<file path="src/rtl/l2_arb_pkg.sv">
// l2_arb_pkg: shared types, widths and line-alignment helper for the L2 arbiter
package l2_arb_pkg;
  localparam int ADDR_W = 32;
  localparam int LINE_W = 256;
  localparam int LINE_OFF_BITS = 5;
  typedef enum logic [1:0] {IDLE, BUSY, RESP} state_t;
  typedef enum logic {ICACHE, DCACHE} req_id_t;
  function automatic logic [ADDR_W-1:0] line_align(input logic [ADDR_W-1:0] a);
    return {a[ADDR_W-1:LINE_OFF_BITS], {LINE_OFF_BITS{1'b0}}};
  endfunction
endpackage

</file>
<file path="src/rtl/l2_arbiter_rr_arb2.sv">
// rr_arb2: two-way round-robin pick (req[0]=icache, req[1]=dcache) -> gnt, any, prio_nxt
module rr_arb2
  import l2_arb_pkg::*;
(
  input  logic [1:0] req,
  input  req_id_t    prio,
  input  logic       advance,
  output req_id_t    gnt,
  output logic       any,
  output req_id_t    prio_nxt
);
  always_comb begin
    any = |req;
    gnt = &req ? prio : (req[1] ? DCACHE : ICACHE);
    prio_nxt = (advance && any) ? (gnt == ICACHE ? DCACHE : ICACHE) : prio;
  end
endmodule

</file>
<file path="src/rtl/l2_arbiter.sv">
// l2_arbiter: round-robin share of one L2 port between icache fills and dcache fills/write-backs; ports ic_*, dc_* requesters, l2_* memory side
module l2_arbiter
  import l2_arb_pkg::*;
(
  input  logic              clk,
  input  logic              rst,
  input  logic              ic_req,
  input  logic [ADDR_W-1:0] ic_addr,
  output logic              ic_valid,
  output logic [LINE_W-1:0] ic_block,
  input  logic              dc_req,
  input  logic              dc_we,
  input  logic [ADDR_W-1:0] dc_addr,
  input  logic [LINE_W-1:0] dc_wdata,
  output logic              dc_valid,
  output logic [LINE_W-1:0] dc_block,
  output logic              l2_req,
  output logic              l2_we,
  output logic [ADDR_W-1:0] l2_addr,
  output logic [LINE_W-1:0] l2_wdata,
  input  logic              l2_stall,
  input  logic [LINE_W-1:0] l2_block
);
  state_t state_q, state_d;
  req_id_t prio_q, prio_nxt, owner_q, owner_d, gnt;
  logic any;
  logic l2_req_q, l2_req_d, l2_we_q, l2_we_d, ic_valid_q, ic_valid_d, dc_valid_q, dc_valid_d;
  logic [ADDR_W-1:0] l2_addr_q, l2_addr_d;
  logic [LINE_W-1:0] l2_wdata_q, l2_wdata_d, ic_block_q, ic_block_d, dc_block_q, dc_block_d;
  rr_arb2 u_rr (
    .req      ({dc_req, ic_req}),
    .prio     (prio_q),
    .advance  (state_q == IDLE),
    .gnt      (gnt),
    .any      (any),
    .prio_nxt (prio_nxt)
  );
  always_comb begin
    state_d = state_q;
    owner_d = owner_q;
    l2_req_d = l2_req_q;
    l2_we_d = l2_we_q;
    l2_addr_d = l2_addr_q;
    l2_wdata_d = l2_wdata_q;
    ic_block_d = ic_block_q;
    dc_block_d = dc_block_q;
    ic_valid_d = 1'b0;
    dc_valid_d = 1'b0;
    case (state_q)
      IDLE: if (any) begin
        owner_d = gnt;
        l2_req_d = 1'b1;
        l2_we_d = (gnt == DCACHE) && dc_we;
        l2_addr_d = line_align(gnt == DCACHE ? dc_addr : ic_addr);
        l2_wdata_d = gnt == DCACHE ? dc_wdata : '0;
        state_d = BUSY;
      end
      BUSY: if (!l2_stall) begin
        l2_req_d = 1'b0;
        ic_valid_d = owner_q == ICACHE;
        dc_valid_d = owner_q == DCACHE;
        ic_block_d = (owner_q == ICACHE && !l2_we_q) ? l2_block : ic_block_q;
        dc_block_d = (owner_q == DCACHE && !l2_we_q) ? l2_block : dc_block_q;
        state_d = RESP;
      end
      default: state_d = IDLE;
    endcase
  end
  always_ff @(posedge clk or posedge rst) begin
    if (rst) begin
      state_q <= IDLE;
      prio_q <= ICACHE;
      owner_q <= ICACHE;
      l2_req_q <= 1'b0;
      l2_we_q <= 1'b0;
      l2_addr_q <= '0;
      l2_wdata_q <= '0;
      ic_block_q <= '0;
      dc_block_q <= '0;
      ic_valid_q <= 1'b0;
      dc_valid_q <= 1'b0;
    end else begin
      state_q <= state_d;
      prio_q <= prio_nxt;
      owner_q <= owner_d;
      l2_req_q <= l2_req_d;
      l2_we_q <= l2_we_d;
      l2_addr_q <= l2_addr_d;
      l2_wdata_q <= l2_wdata_d;
      ic_block_q <= ic_block_d;
      dc_block_q <= dc_block_d;
      ic_valid_q <= ic_valid_d;
      dc_valid_q <= dc_valid_d;
    end
  end
  assign l2_req = l2_req_q;
  assign l2_we = l2_we_q;
  assign l2_addr = l2_addr_q;
  assign l2_wdata = l2_wdata_q;
  assign ic_valid = ic_valid_q;
  assign dc_valid = dc_valid_q;
  assign ic_block = ic_block_q;
  assign dc_block = dc_block_q;
endmodule

</file>
<file path="config.mk">
export PLATFORM = sky130hd
export DESIGN_NAME = l2_arbiter
export DESIGN_NICKNAME = d
export VERILOG_FILES = /design/src/rtl/l2_arb_pkg.sv /design/src/rtl/l2_arbiter_rr_arb2.sv /design/src/rtl/l2_arbiter.sv
export SDC_FILE = /design/constraint.sdc
export NUM_CORES = 1
export LEC_CHECK = 0
export BUFFER_PORTS_ARGS = -buffer_cell sky130_fd_sc_hd__buf_2
export CAP_MARGIN = 20
export CORE_AREA = 8 8 527 529
export CTS_CLUSTER_SIZE = 10
export DETAILED_ROUTE_END_ITERATION = 10
export DIE_AREA = 0 0 535 537
export PLACE_DENSITY = 0.34
export SKIP_LAST_GASP = 1
export SLEW_MARGIN = 15
export SYNTH_ARGS = -nofsm -noshare
export SYNTH_HDL_FRONTEND = slang
export SYNTH_SLANG_ARGS = --single-unit
</file>
<file path="constraint.sdc">
create_clock -name clk -period 30.5 [get_ports clk]
set_input_delay 1.525 -clock clk [delete_from_list [all_inputs] [get_ports clk]]
set_output_delay 1.525 -clock clk [all_outputs]
set_load 0.01 [all_outputs]
</file>
==> flow_metrics.py, run 1 <==
metrics = {
    "timing": {
        "fin_crit_sh_pct": 17.3,
        "slew_headroom_pct": 24.7,
        "rsz0062_at_grt": "no",
        "final.min_clock_period_ps": 5280,
        "skew_ps": 48.2,
        "tns_ps": 0,
        "final_hold_viol_count": 0,
        "layout_setup_ws_ps": 25220,
        "finalSetupViolCount": 0,
        "worstMarginPinSlew_ps": 1130,
        "slew_violations": 0,
        "max_freq_mhz": 189,
    },
    "logic_synthesis": {
        "synth_ff_type": "dfrtp_1",
        "postSynthCellCount": 1841,
        "synth_enable_flop_cells": 0,
        "synthTopCellsByCount": "dfrtp_1 (803), mux2_2 (272), a22o_1 (257)",
        "synth.most_common_cell": "dfrtp_1",
        "ys_warn_count": 0,
        "yosys.area.top_type_share_pct": 66.0,
        "synth.top_cells.by_area": "dfrtp_1 (66%), mux2_2 (10%), mux2_4 (9.9%), a22o_1 (7.4%), mux2_1 (1.5%)",
        "ys_ff_latch": 803,
        "synth_async_sr_flop_share_pct": 100,
        "synth-seq-area-share_pct": 66.0,
        "synth_top_cell_by_area": "dfrtp_1",
        "synth.avg_cell_area_um2": 16.5,
        "netlist_area_um2": 30400,
        "ys_types": 29,
    },
    "grt": {
        "grtUsageTotal_pct": 11.6,
        "grt_max_degree": 140,
        "first_global_vias": 23800,
        "grt_pass1_wl_um": 230000,
        "antenna_found_initial": 174,
        "grt_overflow": 0,
    },
    "setup_path": {
        "cp.arrival_ps": 5840,
        "cp-end-kind": "flip-flop",
        "ff2ff_setup_slack_ps": 25600,
        "crit_required_ps": 31060,
        "worst-setup-path-type": "input port to flip-flop",
        "critPathLaunchType": "input port",
        "path_max_fanout": 50,
    },
    "layout": {
        "finish.utilization_pct": 16.6,
        "multi_input_area_um2": 9510,
        "nets": 3799,
        "seqCellArea_um2": 20100,
        "area.growth.synth_to_final_pct": 46.5,
        "layout-drive-gt1-share_pct": 61.8,
        "fillers": 29900,
    },
    "die": {
        "die_area_um2": 287000,
        "rows": 191,
        "die_h_um": 537,
        "io-pin-count": 1386,
        "die_w_um": 535,
        "start_util_pct": 11.3,
        "core-area_um2": 269000,
    },
    "route": {
        "finalWirelength_um": 175000,
        "drtIter0Drc": 1182,
        "remaining_drc_errors": 0,
        "drtAntennaViolNets": 0,
        "dr.pass1.iters": 5,
        "via_count": 22800,
        "routed_via_density": 3.30,
        "wl_per_cell_um": 25.4,
    },
    "placement": {
        "dp_hpwl_um": 144000,
        "port_buffers": 1370,
        "preCtsSetupSlack_ps": 24380,
        "place.gp.congestion": 0.819,
    },
    "run": {
        "drv_cap": 0,
    },
    "clock_network": {
        "clkLatencyLatePin_ps": 720,
        "root_buffer": "clkbuf_16",
        "cts_buffer_depth": 3,
        "htree_levels": 3,
        "cts_setup_buffers": 0,
        "clk_pin_slew_ps": 60,
        "ctsHoldBuffers": 0,
        "cts_sinks": 803,
        "tritoncts": "built",
        "cts_resized": 0,
        "cts_buffers": 104,
    },
    "power_and_ir_drop": {
        "power_uw": 5190,
        "p_leak_uw": 0.0217,
        "ir_worst_vdd_v": 0.0000464,
        "powerDensity_nw_per_um2": 116,
    },
    "worst_hold_path": {
        "worst_hold_path_type": "flip-flop to flip-flop",
    },
    "outcome": {
        "status": "complete, no violations",
    },
}
sequential cells by signal, indices dropped and copies added (netlist names), 2 cells and up:
name / flops
l2_addr: 27
dc_block: 256
state_q: 2
l2_wdata: 256
ic_block: 256
report_power, final:
part           internal [uW]  total [uW]  switching (uW)
Sequential              1590        1880             293
Combinational            931        2110            1180
Clock                    703        1200             501
Total                   3220        5190            1970
worst max-delay path, stage by stage:
cell,delay (ps)
buf_2,100
or3b_4,170
inv_2,70
nand3b_4,360
buf_4,580
buf_4,740
buf_4,770
buf_4,880
mux2_4,360
through the flow:
step | hold slack (ps) | instance area (um2) | cells
6_report | 485 | 44600 | 6889
5_1_grt | 505 | 44600 | 6870
3_3_place_gp | 468 | 41200 | 6681
2_1_floorplan | 476 | 30500 | 1845
4_1_cts | 488 | 44500 | 6852
3_5_place_dp | 476 | 41200 | 6681
cells in the final DEF, fill, tap and decap left out, types with 2 or more instances in the layout:
cell,count
and2_1,2
o21ai_0,27
diode_2,37
clkinv_16,4
dfrtp_1,803
mux2_2,272
nand2_1,3
a22o_1,257
a31oi_1,27
a21oi_1,28
nand3_1,27
mux2_4,200
clkinv_4,3
clkbuf_8,20
clkbuf_16,105
buf_2,1370
buf_12,2
buf_4,32
clkbuf_1,27
conb_1,5
bufinv_16,3
nor2_1,2
clkinv_2,7
mux2_1,40
layout make-up:
class,instances,area share [%]
clock inverter,19,0.645
sequential,803,45.0
timing repair buffer,1404,16.0
multi-input combinational,901,21.3
tap,3570,10.0
antenna,37,0.208
inverter,3,0.0421
clock buffer,152,6.73
metal layers:
metal  global-route usage [%]  vias to the layer above  share of wire (%)
met5                        0                        -               0.62
met2                     19.9                     1208                 49
met1                     12.7                    11400                 37
met3                     6.19                      393                 12
li1                         -                     9591                  -
met4                     2.28                      174                2.0
kinds of logic after synthesis:
logic type	after synthesis	synth area share (%)
compound gates	340	8.88
simple gates	44	0.785
buf+inv	141	2.90
mux	512	21.4
other cells	1	0.0123
flops	803	66.0
worst paths after layout:
check / start / to / cells past startpoint
max in group asynchronous: rst / ic_block[178] / 7
hold reg to reg: dc_block[33] / dc_block[33] / 1
setup reg to reg: state_q[0] / dc_block[156] / 8
hold / removal: dc_block[33] / dc_block[33] / 1
setup / recovery: l2_stall / dc_block[156] / 9
min in group asynchronous: rst / l2_wdata[248] / 2
Note: power is estimated with default switching activity, not from simulation.
==> run 2, diff against run 1 <==
--- a/config.mk
+++ b/config.mk
@@ -5,12 +5,13 @@
 export SDC_FILE = /design/constraint.sdc
 export NUM_CORES = 1
 export LEC_CHECK = 0
+export ABC_AREA = 1
 export BUFFER_PORTS_ARGS = -buffer_cell sky130_fd_sc_hd__buf_2
 export CAP_MARGIN = 20
-export CORE_AREA = 8 8 527 529
+export CORE_AREA = 8 8 535 537
 export CTS_CLUSTER_SIZE = 10
 export DETAILED_ROUTE_END_ITERATION = 10
-export DIE_AREA = 0 0 535 537
+export DIE_AREA = 0 0 543 545
 export PLACE_DENSITY = 0.34
 export SKIP_LAST_GASP = 1
 export SLEW_MARGIN = 15
==> constraint.sdc (replaced) <==
create_clock -name clk -period 5.5 [get_ports clk]
set_input_delay 0.275 -clock clk [delete_from_list [all_inputs] [get_ports clk]]
set_output_delay 0.275 -clock clk [all_outputs]
set_load 0.01 [all_outputs]
==> run 2 against run 1 <==
Net effect: synthesized cell count up 93%; critical endpoint is now l2_wdata[96]; global-route usage up 2.5 points; hold slack worse by 350 ps; largest cell class unchanged; via count up 41%; utilization up 2.1 points; critical path type is now flip-flop to flip-flop; clock-buffer cell count up 10; highest routed layer unchanged; first-iteration DRC count up 65%; area after synthesis up 3.4%.
==> flow_metrics.py, run 2 <==
metrics = {
    "placement": {
        "dp_cells": 8482,
        "place.gp.congestion": 0.913,
        "dp_hpwl_um": 176000,
        "port_buffers": 1370,
        "preCtsSetupSlack_ps": 2550,
    },
    "setup_path": {
        "cp.buffers_inverters": 3,
        "cpMaxStageDelayCell": "nor2_4",
        "crit_path_max_incr_delay_ps": 780,
        "crit_required_ps": 6220,
        "critPathLaunchType": "flip-flop",
        "path_common_cell": "nand2_1",
        "worst-setup-path-type": "flip-flop to flip-flop",
        "cp.arrival_ps": 3610,
        "cp_top_family": "simple AND/OR/NAND/NOR gates",
        "path_max_fanout": 63,
        "cp_cell_sequence": "inv_1 -> nand2_2 -> nand2_1 -> nor2_4 -> buf_12 -> buf_12 -> nand2_1 -> nand2_1",
        "cp-end-kind": "flip-flop",
    },
    "logic_synthesis": {
        "ys_types": 18,
        "synth-seq-area-share_pct": 63.9,
        "synth_top_cell_by_area": "dfrtp_1",
        "synth.avg_cell_area_um2": 8.87,
        "synth_ff_type": "dfrtp_1",
        "ys_ff_latch": 803,
        "synthTopCellsByCount": "nand2_1 (1,629), dfrtp_1 (803), inv_1 (316)",
        "yosys.area.top_type_share_pct": 63.9,
        "postSynthCellCount": 3545,
        "synth.most_common_cell": "nand2_1",
        "netlist_area_um2": 31500,
        "synth.top_cells.by_area": "dfrtp_1 (64%), nand2_1 (19%), nand3_1 (4.9%), inv_1 (3.8%), o21ai_1 (3.5%)",
        "ys_warn_count": 0,
        "synth_async_sr_flop_share_pct": 100,
        "synth_enable_flop_cells": 0,
    },
    "route": {
        "remaining_drc_errors": 0,
        "drtAntennaViolNets": 0,
        "drtIter0Drc": 1947,
        "wl_per_cell_um": 23.6,
        "routed_via_density": 3.45,
        "dr.pass1.iters": 5,
        "finalWirelength_um": 219000,
        "via_count": 32000,
    },
    "die": {
        "die_area_um2": 296000,
        "die_h_um": 545,
        "core-area_um2": 278000,
        "start_util_pct": 11.3,
        "io-pin-count": 1386,
        "die_w_um": 543,
        "rows": 194,
    },
    "layout": {
        "finalNonFillerCells": 9284,
        "final_cell_mix": "nand2_1 (1,628), buf_2 (1,370), dfrtp_1 (803), dlygate4sd3_1 (569), inv_1 (315)",
        "fillers": 31500,
        "final_common_cell": "nand2_1",
        "nets": 6020,
        "finish.utilization_pct": 18.6,
        "area.growth.synth_to_final_pct": 64.6,
        "layout-drive-gt1-share_pct": 28.9,
    },
    "timing": {
        "rsz0062_at_grt": "no",
        "max_freq_mhz": 346,
        "final_hold_viol_count": 0,
        "layout_setup_ws_ps": 2610,
        "slew_headroom_pct": 26.9,
        "slew_violations": 0,
        "worstMarginPinSlew_ps": 1100,
        "fin_crit_sh_pct": 52.5,
        "skew_ps": 40.0,
        "final.min_clock_period_ps": 2890,
        "finalSetupViolCount": 0,
    },
    "clock_network": {
        "clk_pin_slew_ps": 60,
        "root_buffer": "clkbuf_16",
        "cts_buffer_depth": 4,
        "cts_resized": 0,
        "cts_setup_buffers": 0,
        "htree_levels": 3,
        "cts_sinks": 803,
        "cts_buffers": 109,
        "tritoncts": "built",
        "clkLatencyLatePin_ps": 790,
    },
    "grt": {
        "grt_pass1_wl_um": 294000,
        "grt_max_degree": 172,
        "antenna_found_initial": 158,
        "first_global_vias": 32900,
        "grtUsageTotal_pct": 14.1,
        "grt_overflow": 0,
    },
    "outcome": {
        "status": "complete, no violations",
    },
    "power_and_ir_drop": {
        "powerDensity_nw_per_um2": 563,
        "p_leak_uw": 0.0279,
        "ir_worst_vdd_v": 0.000302,
    },
    "worst_hold_path": {
        "worst_hold_path_type": "input port to flip-flop",
    },
    "run": {
        "drv_cap": 0,
    },
}
[run 2: cell types whose count changed in the layout (fill, tap and decap cells not counted), sizes merged, moves of 11 or more]
cell	previous run	this run
inv	4	317
buf	1404	1424
mux2	512	0
a31oi	27	0
a21oi	28	1
dlygate4sd3	0	569
a22o	257	0
nand3	27	311
o21ai	27	258
nand2	4	1630
diode	37	48
[run 2: where the power goes]
| group | switching (uW) | internal [uW] |
|---|---|---|
| Clock | 2900 | 4150 |
| Sequential | 1490 | 8610 |
| Combinational | 8240 | 3790 |
| Total | 12600 | 16500 |
[run 2: path summary, 6_finish.rpt]
| kind | cells past startpoint | to | startpoint | slack, ps |
|---|---|---|---|---|
| max | 8 | l2_wdata[96] | prio_q | 2610 |
| min | 4 | l2_wdata[235] | ic_req | 130 |
| max reg2reg | 8 | l2_wdata[96] | prio_q | 2610 |
| min reg2reg | 2 | dc_block[142] | dc_block[142] | 460 |
| max in group asynchronous | 5 | l2_addr[9] | rst | 3840 |
| min in group asynchronous | 4 | l2_wdata[192] | rst | 550 |
[run 2: worst min-delay path: cells and delay by family]
family,cells,cell delay (ps)
AO/OA/AOI/OAI,1,270
buffers and inverters,1,130
AND/OR/NAND/NOR,2,190
[run 2: layer usage]
layer / wire (um) / global-route usage [%] / up-vias
met2: 99500 / 22.9 / 1356
met4: 4770 / 2.88 / 110
met5: 681 / 0 / -
met1: 94600 / 18.1 / 15500
met3: 19800 / 5.12 / 326
li1: - / - / 14700
[run 2: metrics by stage]
step	hold slack, ps	area (um2)	setup TNS (ps)	power, uW
2_1_floorplan	385	31500	-4655550	15200
3_3_place_gp	449	42500	0	22200
3_5_place_dp	453	42500	0	22200
4_1_cts	54.0	51700	0	30100
5_1_grt	84.9	51700	0	31200
6_report	132	51800	0	29200
[run 2: timing repair]
item / in CTS / in global routing
endpoints found under the hold margin: 813 / 0
hold buffers: 569 / 0
setup endpoints to repair: 0 / 0
[run 2: final cells by class]
type                            instances  area (um2)  area share [%]
Antenna cell                           48         120           0.232
Clock buffer                          162        3180            6.13
Clock inverter                         23         274           0.529
Inverter                              317        1190            2.30
Multi-Input combinational cell       2214        9090            17.5
Sequential cell                       803       20100            38.8
Tap cell                             3724        4660            9.00
Timing Repair Buffer                 1993       13200            25.5
[run 2: kinds of logic after synthesis]
kind of cell           after synthesis  synth area share [%]
and+or+nand+nor                   1950                  24.6
DFF                                803                  63.9
buffers and inverters              532                  7.39
AOI/OAI and AO/OA                  259                  4.12
other                                1                0.0119
==> run 3, diff against run 2 <==
--- a/config.mk
+++ b/config.mk
@@ -5,14 +5,14 @@
 export SDC_FILE = /design/constraint.sdc
 export NUM_CORES = 1
 export LEC_CHECK = 0
-export ABC_AREA = 1
+export ABC_AREA = 0
 export BUFFER_PORTS_ARGS = -buffer_cell sky130_fd_sc_hd__buf_2
 export CAP_MARGIN = 20
-export CORE_AREA = 8 8 535 537
+export CORE_AREA = 8 8 527 529
 export CTS_CLUSTER_SIZE = 10
 export DETAILED_ROUTE_END_ITERATION = 10
-export DIE_AREA = 0 0 543 545
-export PLACE_DENSITY = 0.34
+export DIE_AREA = 0 0 535 537
+export PLACE_DENSITY = 0.35
 export SKIP_LAST_GASP = 1
 export SLEW_MARGIN = 15
 export SYNTH_ARGS = -nofsm -noshare
==> constraint.sdc (replaced) <==
create_clock -name clk -period 2.54 [get_ports clk]
set_input_delay 0.127 -clock clk [delete_from_list [all_inputs] [get_ports clk]]
set_output_delay 0.127 -clock clk [all_outputs]
set_load 0.01 [all_outputs]
==> run 3 against run 2 <==
Net effect: fmax increased by 22%; via count down 22%; clock-buffer cell count down 8; register-to-register slack worse by 2400 ps; flip-flop and latch count is the same; design area shrank 0.89%; sequential share of layout area increased by 0.35 points; utilization up 0.42 points; total power increased by 120%; die area down 2.9%; largest cell class unchanged.
==> flow_metrics.py, run 3 (synthesized netlist as in run 1, its figures left out) <==
metrics = {
    "grt": {
        "grtUsageTotal_pct": 11.9,
        "first_global_vias": 27000,
        "grt_max_degree": 114,
        "grt_pass1_wl_um": 241000,
        "antenna_found_initial": 148,
        "grt_overflow": 0,
    },
    "power_and_ir_drop": {
        "p_leak_uw": 0.0244,
        "sw_frac_of_total_pct": 37.4,
        "combPwrFrac_pct": 41.4,
        "power.internal_uw": 40400,
        "power_frac_seq_pct": 35.5,
        "switching_power_uw": 24200,
        "powerDensity_nw_per_um2": 1260,
        "power_frac_clock_pct": 23.2,
        "ir_worst_vdd_v": 0.000488,
    },
    "layout": {
        "layout-drive-gt1-share_pct": 53.0,
        "finalNonFillerCells": 7548,
        "nets": 4432,
        "final_common_cell": "buf_2",
        "fillers": 29400,
        "area.growth.synth_to_final_pct": 68.6,
        "final_cell_mix": "buf_2 (1,370), dfrtp_1 (803), dlygate4sd3_1 (589), mux2_2 (272), a22o_1 (257)",
    },
    "timing": {
        "layout_setup_ws_ps": 164,
        "skew_ps": 42.9,
        "final_hold_viol_count": 0,
        "worstMarginPinSlew_ps": 947,
        "final.min_clock_period_ps": 2380,
        "finalSetupViolCount": 0,
        "max_freq_mhz": 421,
        "rsz0062_at_grt": "no",
        "tns_ps": 0,
        "fin_crit_sh_pct": 93.5,
        "slew_headroom_pct": 36.9,
        "slew_violations": 0,
    },
    "worst_hold_path": {
        "whs_path_depth": 4,
        "worst_hold_path_type": "input port to flip-flop",
        "hold_start": "dc_req",
    },
    "die": {
        "io-pin-count": 1386,
        "core-area_um2": 269000,
        "die_area_um2": 287000,
        "die_h_um": 537,
        "rows": 191,
        "die_w_um": 535,
        "start_util_pct": 11.3,
    },
    "setup_path": {
        "cp.arrival_ps": 3040,
        "worst-setup-path-type": "flip-flop to flip-flop",
        "ff2ff_setup_slack_ps": 160,
        "r2r-start": "prio_q",
        "r2r_cells": 6,
        "crit_required_ps": 3200,
        "crit_start": "prio_q",
        "critPathLaunchType": "flip-flop",
        "path_max_fanout": 27,
        "cp-end-kind": "flip-flop",
    },
    "placement": {
        "port_buffers": 1370,
        "dp_hpwl_um": 147000,
        "preCtsSetupSlack_ps": 365,
        "place.gp.congestion": 0.814,
        "dp_cells": 6725,
    },
    "clock_network": {
        "tritoncts": "built",
        "clk_pin_slew_ps": 60,
        "ctsHoldBuffers": 589,
        "cts_buffers": 104,
        "clkLatencyLatePin_ps": 730,
        "htree_levels": 3,
        "cts_sinks": 803,
        "cts_resized": 0,
        "cts_buffer_depth": 3,
        "cts_setup_buffers": 0,
        "root_buffer": "clkbuf_16",
    },
    "route": {
        "dr.pass1.iters": 5,
        "wl_per_cell_um": 23.7,
        "routed_via_density": 3.30,
        "finalWirelength_um": 179000,
        "drtAntennaViolNets": 0,
        "via_count": 24900,
        "remaining_drc_errors": 0,
        "drtIter0Drc": 1005,
    },
    "run": {
        "drv_cap": 0,
    },
    "outcome": {
        "status": "complete, no violations",
    },
}
-- run 3: cell count changes in the layout (fill, tap and decap cells not counted), sizes merged, moves of 8 or more --
| cell | change |
|---|---|
| a21oi | +27 |
| nand3 | -284 |
| nand2 | -1626 |
| mux2 | +512 |
| dlygate4sd3 | +20 |
| buf | +24 |
| clkbuf | -8 |
| a31oi | +27 |
| o21ai | -231 |
| a22o | +257 |
| inv | -315 |
-- run 3: area by class of cell --
| cell class | count | area (um2) | share of cell area (%) |
|---|---|---|---|
| clock buffer | 154 | 3000 | 5.85 |
| tap | 3570 | 4470 | 8.70 |
| timing repair buffer | 2037 | 13700 | 26.7 |
| clock inverter | 27 | 409 | 0.797 |
| antenna | 53 | 133 | 0.258 |
| inverter | 3 | 15.0 | 0.0293 |
| sequential | 803 | 20100 | 39.1 |
| multi-input combinational | 901 | 9510 | 18.5 |
-- run 3: per-stage QoR --
step	hold WS, ps	cell area [um2]	total power [uW]	util, %
after floorplan	259	30500	35200	-
after global placement	219	41900	49200	15.6
after detailed placement	214	41900	49300	15.6
after CTS	43.0	51200	66200	19.0
after global routing	64.8	51300	68400	19.0
final	153	51300	64600	19.1
-- run 3: critical path, stage by stage, from the launching register on --
cell and delay, ps:
dfrtp_1 360, nand2b_1 130, buf_4 340, nand3_1 120, dlygate4sd3_1 580, a31oi_1 190
dlygate4sd3_1 580
-- run 3: per-layer routing --
metal  vias to the layer above  GRT usage, %  part of all wire, %
li1                      10900             -                    -
met1                     12400          14.1                   40
met3                       273          4.40                  8.8
met4                        72          2.44                  2.0
met2                      1235          20.5                   49
met5                         -             0                 0.24
-- run 3: path summary, 6_finish.rpt --
path / end
min in group asynchronous: dc_block[65]
worst max register to register: l2_addr[26]
max in group asynchronous: l2_addr[20]
worst min-delay path: prio_q
worst min register to register: dc_block[31]
worst max-delay path: l2_addr[26]
-- run 3: power by group through the flow --
stage	sequential (uW)	combinational [uW]	clock, uW
3_3_place_gp	23000	26200	0
4_1_cts	23000	27500	15700
6_report	22900	26700	14900
2_1_floorplan	25400	9800	0
3_5_place_dp	23100	26300	0
5_1_grt	23700	28500	16100
